==> config.mk <==
export PLATFORM = sky130hd
export DESIGN_NAME = expr_line_buffer
export DESIGN_NICKNAME = d
export VERILOG_FILES = /design/src/rtl/expr_line_buffer.sv
export SDC_FILE = /design/constraint.sdc
export NUM_CORES = 1
export LEC_CHECK = 0
export BUFFER_PORTS_ARGS = -buffer_cell sky130_fd_sc_hd__buf_2
export CAP_MARGIN = 20
export CORE_ASPECT_RATIO = 1.25
export CORE_MARGIN = 4
export CORE_UTILIZATION = 50
export CTS_CLUSTER_DIAMETER = 150
export DETAILED_ROUTE_END_ITERATION = 8
export GPL_TIMING_DRIVEN = 0
export HOLD_SLACK_MARGIN = 0.08
export MAX_ROUTING_LAYER = met4
export PLACE_DENSITY = 0.78
export RECOVER_POWER = 25
export SLEW_MARGIN = 20
export SYNTH_ARGS = -nofsm -noshare
export SYNTH_HDL_FRONTEND = slang
export SYNTH_SLANG_ARGS = --single-unit
==> constraint.sdc <==
create_clock -name clk -period 2.8 [get_ports clk]
set_clock_uncertainty 0.1 [all_clocks]
set_input_delay 0.42 -clock clk [delete_from_list [all_inputs] [get_ports clk]]
set_output_delay 0.42 -clock clk [all_outputs]
set_load 0.02 [all_outputs]
==> src/rtl/expr_line_buffer.sv <==
`default_nettype none
// ============================================================================
// Module   : expr_line_buffer
// Purpose  : Collects calculator keystrokes into a line and, on newline, packs
//            it into a 256-bit expression, pulses calc_start and waits for the
//            calculator. Optional feature macro: BACKSPACE_EN (0x08 deletes).
// Revision : 1.0 - initial release
// ============================================================================
module expr_line_buffer #(
  parameter int MAX_LEN = 30
) (
  input  logic         clk,
  input  logic         rst,
  input  logic [7:0]   char_in,
  input  logic         char_valid,
  output logic         char_ready,
  output logic [255:0] line_out,
  output logic         calc_start,
  input  logic         calc_done,
  output logic [4:0]   len_out,
  output logic         overflow,
  output logic         busy
);

  localparam logic [1:0] S_COLLECT = 2'd0;
  localparam logic [1:0] S_PACK    = 2'd1;
  localparam logic [1:0] S_START   = 2'd2;
  localparam logic [1:0] S_BUSY    = 2'd3;

  localparam logic [7:0] c_NEWLINE = 8'h0A;

  logic [1:0]   r_state;
  logic [1:0]   w_next;
  logic [7:0]   r_buf [0:MAX_LEN-1];
  logic [4:0]   r_len;
  logic         r_overflow;
  logic         r_armed;
  logic [255:0] r_line;
  logic [255:0] w_line;
  logic         w_fire;
  logic         w_is_nl;
  logic         w_is_bs;
  logic         w_storable;
  logic         w_full;
  logic         w_done;

  assign w_fire  = char_valid && char_ready;
  assign w_is_nl = (char_in == c_NEWLINE);
  assign w_full  = (r_len == 5'(MAX_LEN));
  // The calculator still shows the previous result's finished flag right after
  // start, so completion only counts once calc_done has been seen low.
  assign w_done  = r_armed && calc_done;

  assign w_storable = ((char_in >= 8'h30) && (char_in <= 8'h39)) ||
                      (char_in == 8'h2B) || (char_in == 8'h2D) ||
                      (char_in == 8'h2A) || (char_in == 8'h2F) ||
                      (char_in == 8'h28) || (char_in == 8'h29) ||
                      (char_in == 8'h20);

`ifdef BACKSPACE_EN
  localparam logic [7:0] c_BACKSPACE = 8'h08;
  assign w_is_bs = (char_in == c_BACKSPACE);
`else
  assign w_is_bs = 1'b0;
`endif

  always_ff @(posedge clk) begin
    if (rst) begin
      r_state <= S_COLLECT;
    end else begin
      r_state <= w_next;
    end
  end

  always_comb begin
    w_next = r_state;
    case (r_state)
      S_COLLECT: if (w_fire && w_is_nl && (r_len != 5'd0)) w_next = S_PACK;
      S_PACK:    w_next = S_START;
      S_START:   w_next = S_BUSY;
      S_BUSY:    if (w_done) w_next = S_COLLECT;
      default:   w_next = S_COLLECT;
    endcase
  end

  always_comb begin
    char_ready = (r_state == S_COLLECT);
    calc_start = (r_state == S_START);
    busy       = (r_state != S_COLLECT);
  end

  // Packed image: stored chars, then newline terminator, then zero fill.
  for (genvar j = 0; j < 32; j++) begin : g_pack
    if (j < MAX_LEN) begin : g_data
      assign w_line[255-8*j -: 8] = (5'(j) < r_len)  ? r_buf[j]  :
                                    (5'(j) == r_len) ? c_NEWLINE : 8'h00;
    end else begin : g_tail
      assign w_line[255-8*j -: 8] = (5'(j) == r_len) ? c_NEWLINE : 8'h00;
    end
  end

  always_ff @(posedge clk) begin
    if (r_state == S_COLLECT && w_fire && w_storable && !w_full) begin
      r_buf[r_len] <= char_in;
    end
  end

  always_ff @(posedge clk) begin
    if (rst) begin
      r_len      <= 5'd0;
      r_overflow <= 1'b0;
      r_armed    <= 1'b0;
      r_line     <= '0;
    end else begin
      case (r_state)
        S_COLLECT: begin
          if (w_fire) begin
            if (w_storable) begin
              if (w_full) r_overflow <= 1'b1;
              else        r_len      <= r_len + 5'd1;
            end else if (w_is_bs && (r_len != 5'd0)) begin
              r_len <= r_len - 5'd1;
            end
          end
        end
        S_PACK:  r_line  <= w_line;
        S_START: r_armed <= 1'b0;
        S_BUSY: begin
          if (w_done) begin
            r_len      <= 5'd0;
            r_overflow <= 1'b0;
          end else if (!calc_done) begin
            r_armed <= 1'b1;
          end
        end
        default: ;
      endcase
    end
  end

  assign line_out = r_line;
  assign len_out  = r_len;
  assign overflow = r_overflow;

endmodule
`default_nettype wire

# Word level (Yosys, flattened, before mapping)
# Memory sizes are Yosys's and may differ from the RTL's.
# Index checks and enable logic that the tools add are counted.
dict set report classes {
  n_addsub 1
  magnitude_cmp 32
  eq_ne 51
  muxes 80
  n_reduce_logical 26
}
# cell count
set ops {}
lappend ops {{$mux 8} 30}
lappend ops {{$mux 4} 32}
lappend ops {{$eq 5x5->1 const A} 16}
lappend ops {{$lt 5x5->1 const A} 14}
lappend ops {{$eq 8x6->1 const B} 7}
lappend ops {{$eq 4x5->1 const A} 8}
lappend ops {{$lt 4x5->1 const A} 8}
lappend ops {{$eq 3x5->1 const A} 4}
lappend ops {{$lt 3x5->1 const A} 4}
lappend ops {{$mux 5} 4}
lappend ops {{$eq 2x5->1 const A} 2}
lappend ops {{$lt 1x5->1 const A} 2}
lappend ops {{$lt 2x5->1 const A} 2}
lappend ops {{$pmux 5 s2} 1}
lappend ops {{$reduce_and 5->1} 2}
lappend ops {{$eq 8x4->1 const B} 1}
lappend ops {{$ge 8x6->1 const B} 1}
lappend ops {{$le 8x6->1 const B} 1}
lappend ops {{$logic_and 1x1->1} 8}
lappend ops {{$mux 1} 8}
lappend ops {{$ne 2x1->1 const B} 4}
lappend ops {{$ne 2x2->1 const B} 4}
lappend ops {{$pmux 2 s4} 1}
lappend ops {{$logic_or 1x1->1} 7}
lappend ops {{other kinds (14)} 19}
dict set report word_totals {
  ff_bits 265
  mem_bits_rw 240
  in_bits 12
  output_inout_bits 265
  word_cells 196
  n_memories 1
}
# memory words width read_ports rd_clocked_by_memory_dff wr line_no
set mem_list {}
lappend mem_list {r_buf 30 8 30 0 1 34} ;# logic [7:0] r_buf [0:MAX_LEN-1];

# Longest topological paths before layout
# Gate-level depths: netlist (run 1).
dict set report logic_depth {
  depth_word 13
  mapped_depth 8
  ltp_nobuf 7
}

# Worst setup path after synthesis (run 1)
# Ideal clock, no wire load.
dict set report synth_timing {
  path_type {reg-to-reg}
  from {reg r_state[0]}
  to {mem r_buf[6][0], enable pin}
  arrival_time_ns 2.185
  path_slack_ns 0.130
  stages_incl_launch_ff 7
  n_path_buf 0
  path_cell_list {dfxtp_1 inv_1 ha_1 nand2_1 a211oi_4 nand3_2 nor3b_1}
}
dict set report synth_between {
  elab_chain_len 7
}
# item line_no
set synth_rtl {}
lappend synth_rtl {{from (decl)} 32} ;# logic [1:0] r_state;
lappend synth_rtl {{from (signal assigned)} 71} ;# r_state <= w_next;
lappend synth_rtl {{$logic_not 2->1 *} 87} ;# char_ready = (r_state == S_COLLECT);
lappend synth_rtl {{net char_ready} 16} ;# output logic char_ready,
lappend synth_rtl {{$logic_and 1x1->1} 47} ;# assign w_fire = char_valid && char_ready;
lappend synth_rtl {{$logic_and 1x1->1 * (3 in a row)} 103} ;# if (r_state == S_COLLECT && w_fire && w_storable && !w_full) begin
lappend synth_rtl {{$mux 1 *} 103}
lappend synth_rtl {{$mux 1 (not written as such) *} 104} ;# r_buf[r_len] <= char_in;
lappend synth_rtl {{to (decl)} 34}
# Mark *: on every way through the listed nets, which the timed path passes. The rest lies on a longest branch.

# Final worst setup path (run 1)
dict set report layout_timing {
  from {reg r_len[4], in the netlist len_out[4]}
  to {mem r_buf[6][5], enable pin}
}
dict set report layout_between {
  elab_chain_len 5
}
# item line_no
set layout_rtl {}
lappend layout_rtl {{from (decl)} 35} ;# logic [4:0] r_len;
lappend layout_rtl {{from (signal assigned)} 120} ;# else r_len <= r_len + 5'd1;
lappend layout_rtl {{from (signal assigned)} 122} ;# r_len <= r_len - 5'd1;
lappend layout_rtl {{$eq 5x5->1} 49} ;# assign w_full = (r_len == 5'(MAX_LEN));
lappend layout_rtl {{$logic_not 1->1} 103}
lappend layout_rtl {{$logic_and 1x1->1} 103}
lappend layout_rtl {{$mux 1} 103}
lappend layout_rtl {{$mux 1 (not written as such)} 104}
# Several ways; a longest one is shown, not always the timed one.

==> qor.txt, run 1 <==
Synthesized cell area - 17470 sq um
Total Power - 14370 uW
Setup_tns - 0 ns
Count of cell types in the netlist - 54
Hold_ws - 0.2992 ns
Mean post-synth cell area - 11.50 sq um
Drt first pass iters - 5
CTS Root Cell - clkbuf_16
Final hold vios - 0
Total wire length - 49.65 mm
Fin cells - 2354
Startpoint Class - flop
IO Pins - 277
Routed wire per std cell - 21.09 um
Number of global-route vias before repair - 12710
Clock Path Buffers - 3
Detailed-route DRC error count - 0
Leakage - 0.007853 uW
Max_slew headroom - 26.00%
CTS tree - done
Minimum clock period - 2.692 ns
Critical path fanouts, max - 10
#FFs+latches synth - 491
Tightest Pin Transition - 1.110 ns
CTS HTree Levels - 2
Clock slew at reported path FFs - 0.07 ns
Synth Instances - 1519
Wire length of the first global-routing pass - 74.09 mm
Final RePlAce weighted congestion - 0.9236
Share of synthesized registers carrying an async set or reset - 0%
Die Ht - 217.0 um
Sequential area share after synthesis - 70.02%
Period utilization - 96.15%
CP Capture Type - flop
Clock Latency Late Sink - 0.57 ns
Most used DFF post-synth - dfxtp_1
Maximum clock rate - 371.5 MHz
Cell area after layout - 21200 sq um
Most frequent cells in the layout - 265 x buf_2, 251 x dfxtp_1, 240 x edfxtp_1
# nets final - 1870
CP Class - reg2reg
Critical Path RT - 2.89 ns
Hpwl dp - 33.51 mm
Largest net degree at the start of global routing - 35
CTS Buf Count - 46
Grt total ovfl - 0
DR vias - 12980
Pwr dens - 677.5 nW/um^2
Clk sink count - 491
Post-Place Cells - 2262
Maxcap violations - 0
Arr. time, crit path - 2.78 ns
Antenna violations before repair - 0
Initial DRC Count - 1336
YS warnings - 0
Status - completed
I/O Buffers - 264
Area of the core - 34520 sq um
Via/cell ratio - 5.514
Die X - 175.2 um
Antenna cells - 0
Layout cells sized above 1 - 21.63%
Initial core utilization - 50.61%
EDFF count, synth - 240
ANT nets after route - 0
Area Growth Syn to Fin - 21.38%
Commonest non-fill, non-tap cell in the layout - buf_2
Peak VDD IR - 0.5088 mV
# fillers - 2787
Total GRT Usage - 26.07%
Hold Path Class - in2reg
Die ar. - 38010 sq um
Dpl cell area - 19420 sq um
Rows - 76
Final setup viols - 0
Max-slew violation count - 0
==> report_power, final <==
part,switching (uW),internal [uW]
clock,2650,3490
combinational,511,140
sequential,18.2,7550
==> worst max-delay path, stage by stage (launching register included) <==
cell	delay (ns)
dfxtp_1	0.39
inv_1	0.09
buf_2	0.23
buf_1	0.56
nand3_2	0.37
nor3b_4	0.56
==> state kept, by name, indices dropped and copies added (netlist names) <==
signal,flops
len_out,5
line_out,242
r_armed,1
r_buf,240
r_state,2
overflow,1
==> cells in the mapped netlist (2+ instances only) <==
master      n  area [sq um]
dfxtp_1   251          5025
edfxtp_1  240          7207
a21oi_1   216          1081
nor2_1    155         581.8
nand3_1   140         700.7
nand2_1   112         420.4
clkbuf_1   74         277.8
nand2b_1   63         394.1
nor3_1     46         230.2
nor2b_1    42         262.8
a211oi_1   20         150.1
o21ai_0    20         100.1
buf_4      15         112.6
a22oi_1    13         97.59
inv_1      13         48.80
buf_2       9         45.04
ha_1        9         112.6
buf_1       8         30.03
a31oi_1     6         37.54
mux2i_1     5         50.05
o31ai_1     5         37.54
a311oi_1    4         35.03
nand3_2     4         40.04
nand4_1     4         25.02
or3_1       4         25.02
a21o_1      3         22.52
nor4b_1     3         26.28
o211ai_1    3         22.52
and2_1      2         12.51
and3_1      2         12.51
inv_2       2         7.510
o21a_1      2         15.01
o21ai_1     2         10.01
o31a_1      2         17.52
==> metal layers <==
| layer | share of wire [%] | vias up | track usage (%) |
|---|---|---|---|
| met3 | 7.5 | 140 | 5.021 |
| met5 | 0 | - | - |
| met1 | 38 | 6240 | 30.73 |
| li1 | - | 6018 | - |
| met4 | 5.1 | 0 | 11.82 |
| met2 | 49 | 582 | 43.61 |
==> final cells by class <==
cell class / count / area, sq um / share of cell area (%)
plain buffers: 106 / 467.9 / 2.207
flip-flops and latches: 491 / 12230 / 57.69
repair buffers: 272 / 1391 / 6.562
clock buffers: 60 / 1308 / 6.167
inverters: 15 / 56.30 / 0.2655
well taps: 468 / 585.6 / 2.762
multi-input cells: 917 / 4975 / 23.46
clock inverters: 25 / 187.7 / 0.8852
==> logic make-up after synthesis <==
| kind of cell | Yosys count | share of synthesized area, % |
|---|---|---|
| simple gates | 581 | 15.85 |
| flops | 491 | 70.02 |
| compound gates | 309 | 10.11 |
| buf+inv | 122 | 3.016 |
| fa+ha+maj | 9 | 0.6447 |
| mux | 5 | 0.2865 |
| other cells | 1 | 0.02147 |
| xor+xnor | 1 | 0.05015 |
==> worst paths after layout <==
check | startpoint | cells past startpoint | end | slack (ns)
setup reg to reg | len_out[4] | 5 | r_buf[6][5] | 0.11
setup / recovery | len_out[4] | 5 | r_buf[6][5] | 0.11
hold reg to reg | line_out[173] | 2 | line_out[173] | 0.35
hold / removal | char_in[5] | 1 | r_buf[19][5] | 0.30
==> metrics by stage <==
stage | util (%) | setup WS, ns
after detailed placement | 56.26 | -1.156
after global placement | 56.25 | -1.172
after floorplan | - | 0.1302
final | 61.43 | 0.1079
after global routing | 61.43 | -0.01441
after CTS | 61.04 | -0.1665
==> timing repair <==
| item | 4_1_cts | 5_1_grt |
|---|---|---|
| setup endpoints to repair | 260 | 244 |
| hold buffers | 2 | 0 |
| buffers inserted | 0 | 6 |
| pin swaps | 0 | 2 |
| endpoints found under the hold margin | 2 | 0 |
| gates resized for setup | 42 | 18 |
Note: power is estimated with default switching activity, not from simulation.
==> run 2, diff against run 1 <==
--- a/config.mk
+++ b/config.mk
@@ -9,15 +9,13 @@
 export CAP_MARGIN = 20
 export CORE_ASPECT_RATIO = 1.25
 export CORE_MARGIN = 4
-export CORE_UTILIZATION = 50
+export CORE_UTILIZATION = 24
 export CTS_CLUSTER_DIAMETER = 150
 export DETAILED_ROUTE_END_ITERATION = 8
-export GPL_TIMING_DRIVEN = 0
 export HOLD_SLACK_MARGIN = 0.08
 export MAX_ROUTING_LAYER = met4
-export PLACE_DENSITY = 0.78
+export PLACE_DENSITY = 0.46
 export RECOVER_POWER = 25
-export SLEW_MARGIN = 20
 export SYNTH_ARGS = -nofsm -noshare
 export SYNTH_HDL_FRONTEND = slang
 export SYNTH_SLANG_ARGS = --single-unit
==> qor.txt, run 2 (synthesis gave the netlist of run 1 again) <==
Critical path fanouts, max - 8 (was 10)
Rows - 110 (was 76)
Most frequent cells in the layout - 251 x dfxtp_1, 250 x buf_2, 240 x edfxtp_1 (was 265 x buf_2, 251 x dfxtp_1, 240 x edfxtp_1)
Max Used Layer - met4 (unchanged)
Slowest stage delay, CP - 0.35 ns (was 0.56 ns)
# nets final - 1843 (was 1870)
Die Ht - 309.6 um (was 217.0 um)
Antenna cells - 0 (unchanged)
Sw Ratio - 22.18% (was 22.15%)
Tightest Pin Transition - 2.331 ns (was 1.110 ns)
Most used cell, CP - buf_4
Pint - 11920 uW (was 11180 uW)
Largest net degree at the start of global routing - 114 (was 35)
Critical Path RT - 2.99 ns (was 2.89 ns)
Clock Latency Late Sink - 0.60 ns (was 0.57 ns)
Crit-path slowest cell - dfxtp_1 (was buf_1)
Hold Path Class - in2reg (unchanged)
Layout cells sized above 1 - 22.19% (was 21.63%)
Cell area after layout - 21930 sq um (was 21200 sq um)
Drt first pass iters - 5 (unchanged)
Number of flip-flops in the largest register - 242 (unchanged)
I/O Buffers - 264 (unchanged)
Reg power frac - 49.5% (was 52.7%)
Peak VDD IR - 0.3550 mV (was 0.5088 mV)
Total GRT Usage - 15.46% (was 26.07%)
Clk pwr share - 46.5% (was 42.8%)
Post-layout util - 30.41% (was 61.43%)
CTS tree - done (unchanged)
Wire length of the first global-routing pass - 86.57 mm (was 74.09 mm)
Metal2 WL - 30.20 mm (was 24.47 mm)
Maximum clock rate - 404.1 MHz (was 371.5 MHz)
Place WS - 0.1755 ns (was -1.156 ns)
Clock Path Buffers - 3 (unchanged)
Maxcap violations - 3 (was 0)
Max_slew headroom - -55.38% (was 26.00%)
Final worst setup slack - 0.3253 ns (was 0.1079 ns)
Startpoint Class - flop (unchanged)
Routed wire per std cell - 21.40 um (was 21.09 um)
Worst Path Buf+Inv - 4 (was 3)
Max-slew violation count - 94 (was 0)
Total Power - 15320 uW (was 14370 uW)
Delay-heaviest family, CP - buffers and inverters (was simple AND/OR/NAND/NOR gates)
Grt total ovfl - 0 (unchanged)
Leakage - 0.008073 uW (was 0.007853 uW)
Clock slew at reported path FFs - 0.06 ns (was 0.07 ns)
Die ar. - 77190 sq um (was 38010 sq um)
Commonest non-fill, non-tap cell in the layout - dfxtp_1 (was buf_2)
Final RePlAce weighted congestion - 0.8088 (was 0.9236)
Met3 Routed Length - 2.769 mm (was 3.720 mm)
Pwr dens - 698.3 nW/um^2 (was 677.5 nW/um^2)
Period utilization - 88.38% (was 96.15%)
Hold-fix buffers at CTS - 1 (was 2)
Unrepaired setup endpoints after global routing - false
Crit path cell chain - inv_1 > ha_1 > nand2_1 > a211oi_4 > buf_4 > nand3_2 > buf_4 > nor2_1 > buf_4 (was inv_1 > buf_2 > buf_1 > nand3_2 > nor3b_4)
Clk sink count - 491 (unchanged)
Multi-input logic area - 4763 sq um (was 4975 sq um)
Die X - 249.3 um (was 175.2 um)
Register area - 12230 sq um (unchanged)
DR vias - 12560 (was 12980)
Via/cell ratio - 4.456 (was 5.514)
DRT met1 WL - 26.16 mm (was 18.93 mm)
Final setup viols - 0 (unchanged)
Antenna violations before repair - 2 (was 0)
CTS HTree Levels - 2 (unchanged)
Failing checks - max-capacitance violations, max-slew violations
CP Class - reg2reg (unchanged)
Total net switching power - 3397 uW (was 3183 uW)
Combinational share of power - 4.0% (was 4.5%)
Detailed-route DRC error count - 0 (unchanged)
Status - finished, violations left (was completed)
Area of the core - 72120 sq um (was 34520 sq um)
Initial core utilization - 24.22% (was 50.61%)
Setup_tns - 0 ns (unchanged)
Total wire length - 60.32 mm (was 49.65 mm)
Initial DRC Count - 764 (was 1336)
CTS Buf Count - 52 (was 46)
Arr. time, crit path - 2.67 ns (was 2.78 ns)
CP Capture Type - flop (unchanged)
Post-CTS Setup Bufs - 0 (unchanged)
Hpwl dp - 42.42 mm (was 33.51 mm)
# fillers - 7450 (was 2787)
PostCTS Resize Cnt - 0 (was 42)
Number of global-route vias before repair - 12590 (was 12710)
Area Growth Syn to Fin - 25.56% (was 21.38%)
Final hold vios - 0 (unchanged)
Dpl cell area - 20210 sq um (was 19420 sq um)
CTS Root Cell - clkbuf_16 (unchanged)
Minimum clock period - 2.475 ns (was 2.692 ns)
IO Pins - 277 (unchanged)
ANT nets after route - 0 (unchanged)
-- run 2: cell count changes in the layout (fill, tap and decap cells not counted), sizes merged --
cell         previous run  this run
clkbuf                139        94
bufinv                  2         6
dlygate4sd3             2         1
clkinv                 18        17
buf                   297       320
-- run 2: final cells by class --
cell class | count | share of cell area, %
clock buffer | 70 | 6.703
tap | 952 | 5.431
inverter | 15 | 0.2624
clock inverter | 28 | 1.358
timing repair buffer | 345 | 8.762
multi-input combinational | 917 | 21.72
sequential | 491 | 55.77
-- run 2: path summary, 6_finish.rpt --
path | slack, ns | cells past startpoint | to | startpoint
worst min register to register | 0.36 | 2 | line_out[127] | line_out[127]
worst min-delay path | 0.17 | 2 | line_out[108] | rst
worst max register to register | 0.33 | 9 | r_buf[27][2] | r_state[1]
worst max-delay path | 0.33 | 9 | r_buf[27][2] | r_state[1]
-- run 2: layer usage --
metal | GRT usage, % | up-vias
li1 | - | 5960
met1 | 19.10 | 6190
met2 | 26.60 | 331
met3 | 2.708 | 75
met4 | 3.659 | 0
met5 | - | -
-- run 2: through the flow --
step	hold WS, ns	cells
after floorplan	0.3480	1530
after global placement	0.3485	2719
after detailed placement	0.3509	2719
after CTS	0.1604	2818
after global routing	0.1857	2818
final	0.1668	2818
-- run 2: worst register-to-register path, delay by kind of cell (launching register included) --
kind | cells | cell delay [ns]
flip-flops | 1 | 0.35
buffers and inverters | 4 | 0.75
adder cells (fa/ha/maj) | 1 | 0.34
AO/OA/AOI/OAI | 1 | 0.19
AND/OR/NAND/NOR | 3 | 0.46
-- run 2: power by group through the flow --
stage | logic, uW | clock network, uW | registers, uW
2_1_floorplan | 311 | 0 | 7760
3_3_place_gp | 625 | 0 | 7740
3_5_place_dp | 631 | 0 | 7740
4_1_cts | 633 | 7320 | 7580
5_1_grt | 663 | 7620 | 7590
6_report | 611 | 7120 | 7590
==> run 3, diff against run 2 <==
--- a/config.mk
+++ b/config.mk
@@ -8,13 +8,12 @@
 export BUFFER_PORTS_ARGS = -buffer_cell sky130_fd_sc_hd__buf_2
 export CAP_MARGIN = 20
 export CORE_ASPECT_RATIO = 1.25
-export CORE_MARGIN = 4
 export CORE_UTILIZATION = 24
 export CTS_CLUSTER_DIAMETER = 150
 export DETAILED_ROUTE_END_ITERATION = 8
 export HOLD_SLACK_MARGIN = 0.08
 export MAX_ROUTING_LAYER = met4
-export PLACE_DENSITY = 0.46
+export PLACE_DENSITY = 0.38
 export RECOVER_POWER = 25
 export SYNTH_ARGS = -nofsm -noshare
 export SYNTH_HDL_FRONTEND = slang
==> qor.txt, run 3 (synthesis gave the netlist of run 1 again) <==
Status - finished, violations left (unchanged)
Die X - 243.3 um (was 249.3 um)
Layout cells sized above 1 - 21.80% (was 22.19%)
Final setup viols - 0 (unchanged)
Area Growth Syn to Fin - 25.23% (was 25.56%)
IO Pins - 277 (unchanged)
Number of flip-flops in the largest register - 242 (unchanged)
Final RePlAce weighted congestion - 0.7857 (was 0.8088)
CTS tree - done (unchanged)
Die Ht - 303.6 um (was 309.6 um)
Antenna violations before repair - 1 (was 2)
Routed wire per std cell - 21.30 um (was 21.40 um)
Wire length of the first global-routing pass - 87.36 mm (was 86.57 mm)
Grt total ovfl - 0 (unchanged)
PostCTS Resize Cnt - 0 (unchanged)
DR vias - 12420 (was 12560)
Detailed-route DRC error count - 0 (unchanged)
# fillers - 7470 (was 7450)
Clock slew at reported path FFs - 0.06 ns (about the same)
Unrepaired setup endpoints after global routing - false (unchanged)
Via/cell ratio - 4.404 (was 4.456)
Drt first pass iters - 4 (was 5)
Clock Latency Late Sink - 0.59 ns (was 0.60 ns)
Critical path fanouts, max - 8 (unchanged)
Period utilization - 93.12% (was 88.38%)
Failing checks - max-capacitance violations, max-slew violations (unchanged)
CTS Root Cell - clkbuf_16 (unchanged)
Pwr dens - 682.3 nW/um^2 (was 698.3 nW/um^2)
Peak VDD IR - 0.3661 mV (was 0.3550 mV)
CP Capture Type - flop (unchanged)
CTS Buf Count - 53 (was 52)
Leakage - 0.008040 uW (was 0.008073 uW)
CP Class - reg2reg (unchanged)
Initial core utilization - 24.27% (was 24.22%)
Area of the core - 71980 sq um (was 72120 sq um)
Post-layout util - 30.39% (was 30.41%)
Hold Path Class - in2reg (unchanged)
Minimum clock period - 2.607 ns (was 2.475 ns)
Number of global-route vias before repair - 12580 (was 12590)
Largest net degree at the start of global routing - 109 (was 114)
Total GRT Usage - 16.54% (was 15.46%)
Clock Path Buffers - 3 (unchanged)
Most frequent cells in the layout - 251 x buf_2, 251 x dfxtp_1, 240 x edfxtp_1 (was 251 x dfxtp_1, 250 x buf_2, 240 x edfxtp_1)
Maximum clock rate - 383.5 MHz (was 404.1 MHz)
Max-slew violation count - 115 (was 94)
Rows - 110 (unchanged)
Antenna cells - 0 (unchanged)
Tightest Pin Transition - 2.398 ns (was 2.331 ns)
Total wire length - 60.03 mm (was 60.32 mm)
Critical Path RT - 3.00 ns (was 2.99 ns)
Final hold vios - 0 (unchanged)
CTS HTree Levels - 2 (unchanged)
ANT nets after route - 0 (unchanged)
Hpwl dp - 41.53 mm (was 42.42 mm)
Die ar. - 73870 sq um (was 77190 sq um)
# nets final - 1844 (was 1843)
Arr. time, crit path - 2.81 ns (was 2.67 ns)
Max_slew headroom - -59.84% (was -55.38%)
Setup_tns - 0 ns (unchanged)
Startpoint Class - flop (unchanged)
Clk sink count - 491 (unchanged)
Maxcap violations - 4 (was 3)
I/O Buffers - 264 (unchanged)
Initial DRC Count - 691 (was 764)
-- run 3: cell count changes in the layout (fill, tap and decap cells not counted), moves of 2 or more --
cell	before	now
buf_4	66	60
clkinv_1	9	6
clkinvlp_4	3	0
inv_6	3	1
buf_12	3	7
clkbuf_1	33	44
clkbuf_16	53	55
bufinv_16	6	1
-- run 3: final timing paths --
| check | startpoint | to | slack [ns] | cells past startpoint |
|---|---|---|---|---|
| min reg2reg | line_out[184] | line_out[184] | 0.36 | 2 |
| max | r_state[1] | r_buf[1][7] | 0.19 | 8 |
| max reg2reg | r_state[1] | r_buf[1][7] | 0.19 | 8 |
| min | rst | line_out[115] | 0.30 | 2 |
-- run 3: final cells by class --
cell class                      instances  area [sq um]  share of cell area (%)
Sequential cell                       491         12230                   55.91
Multi-Input combinational cell        917          4763                   21.77
Timing Repair Buffer                  345          1966                   8.985
Clock buffer                           83          1562                   7.138
Tap cell                              952          1191                   5.445
Clock inverter                         16         105.1                  0.4804
Inverter                               15         57.56                  0.2631
-- run 3: report_power, final --
group          total (uW)  leakage [uW]  internal, uW  switching, uW
sequential           7590       0.00418          7560           30.5
clock                6720      0.000818          3900           2820
combinational         618       0.00304           130            488
-- run 3: timing repair --
item / CTS / global route
hold buffers: 1 / 0
endpoints found under the setup margin: 0 / 0
buffers inserted: 0 / 0
endpoints found under the hold margin: 1 / 0
-- run 3: worst max-delay path, stage by stage, from the launching register on --
cell and delay (ns):
dfxtp_1 0.35, inv_1 0.13, ha_1 0.33, nand2_1 0.19
a211oi_4 0.37, nand3_2 0.18, buf_4 0.24, nor2_1 0.21
buf_4 0.20
-- run 3: layer usage --
metal | global-route usage, % | wire, um | vias to the layer above
met5 | - | 0 | -
met4 | 4.110 | 1275 | 0
met3 | 3.144 | 2759 | 79
met2 | 27.89 | 29920 | 286
met1 | 20.20 | 26080 | 6077
li1 | - | - | 5973
-- run 3: metrics by stage --
stage / power (uW) / hold WS, ns / area (sq um) / setup WS [ns] / std cells
2_1_floorplan: 8069 / 0.3480 / 17510 / 0.1302 / 1530
3_3_place_gp: 8379 / 0.3498 / 20260 / 0.1143 / 2719
3_5_place_dp: 8387 / 0.3525 / 20260 / 0.06759 / 2719
4_1_cts: 15190 / 0.2657 / 21940 / 0.1985 / 2819
5_1_grt: 15490 / 0.3021 / 21880 / 0.03044 / 2819
6_report: 14930 / 0.2974 / 21880 / 0.1927 / 2819
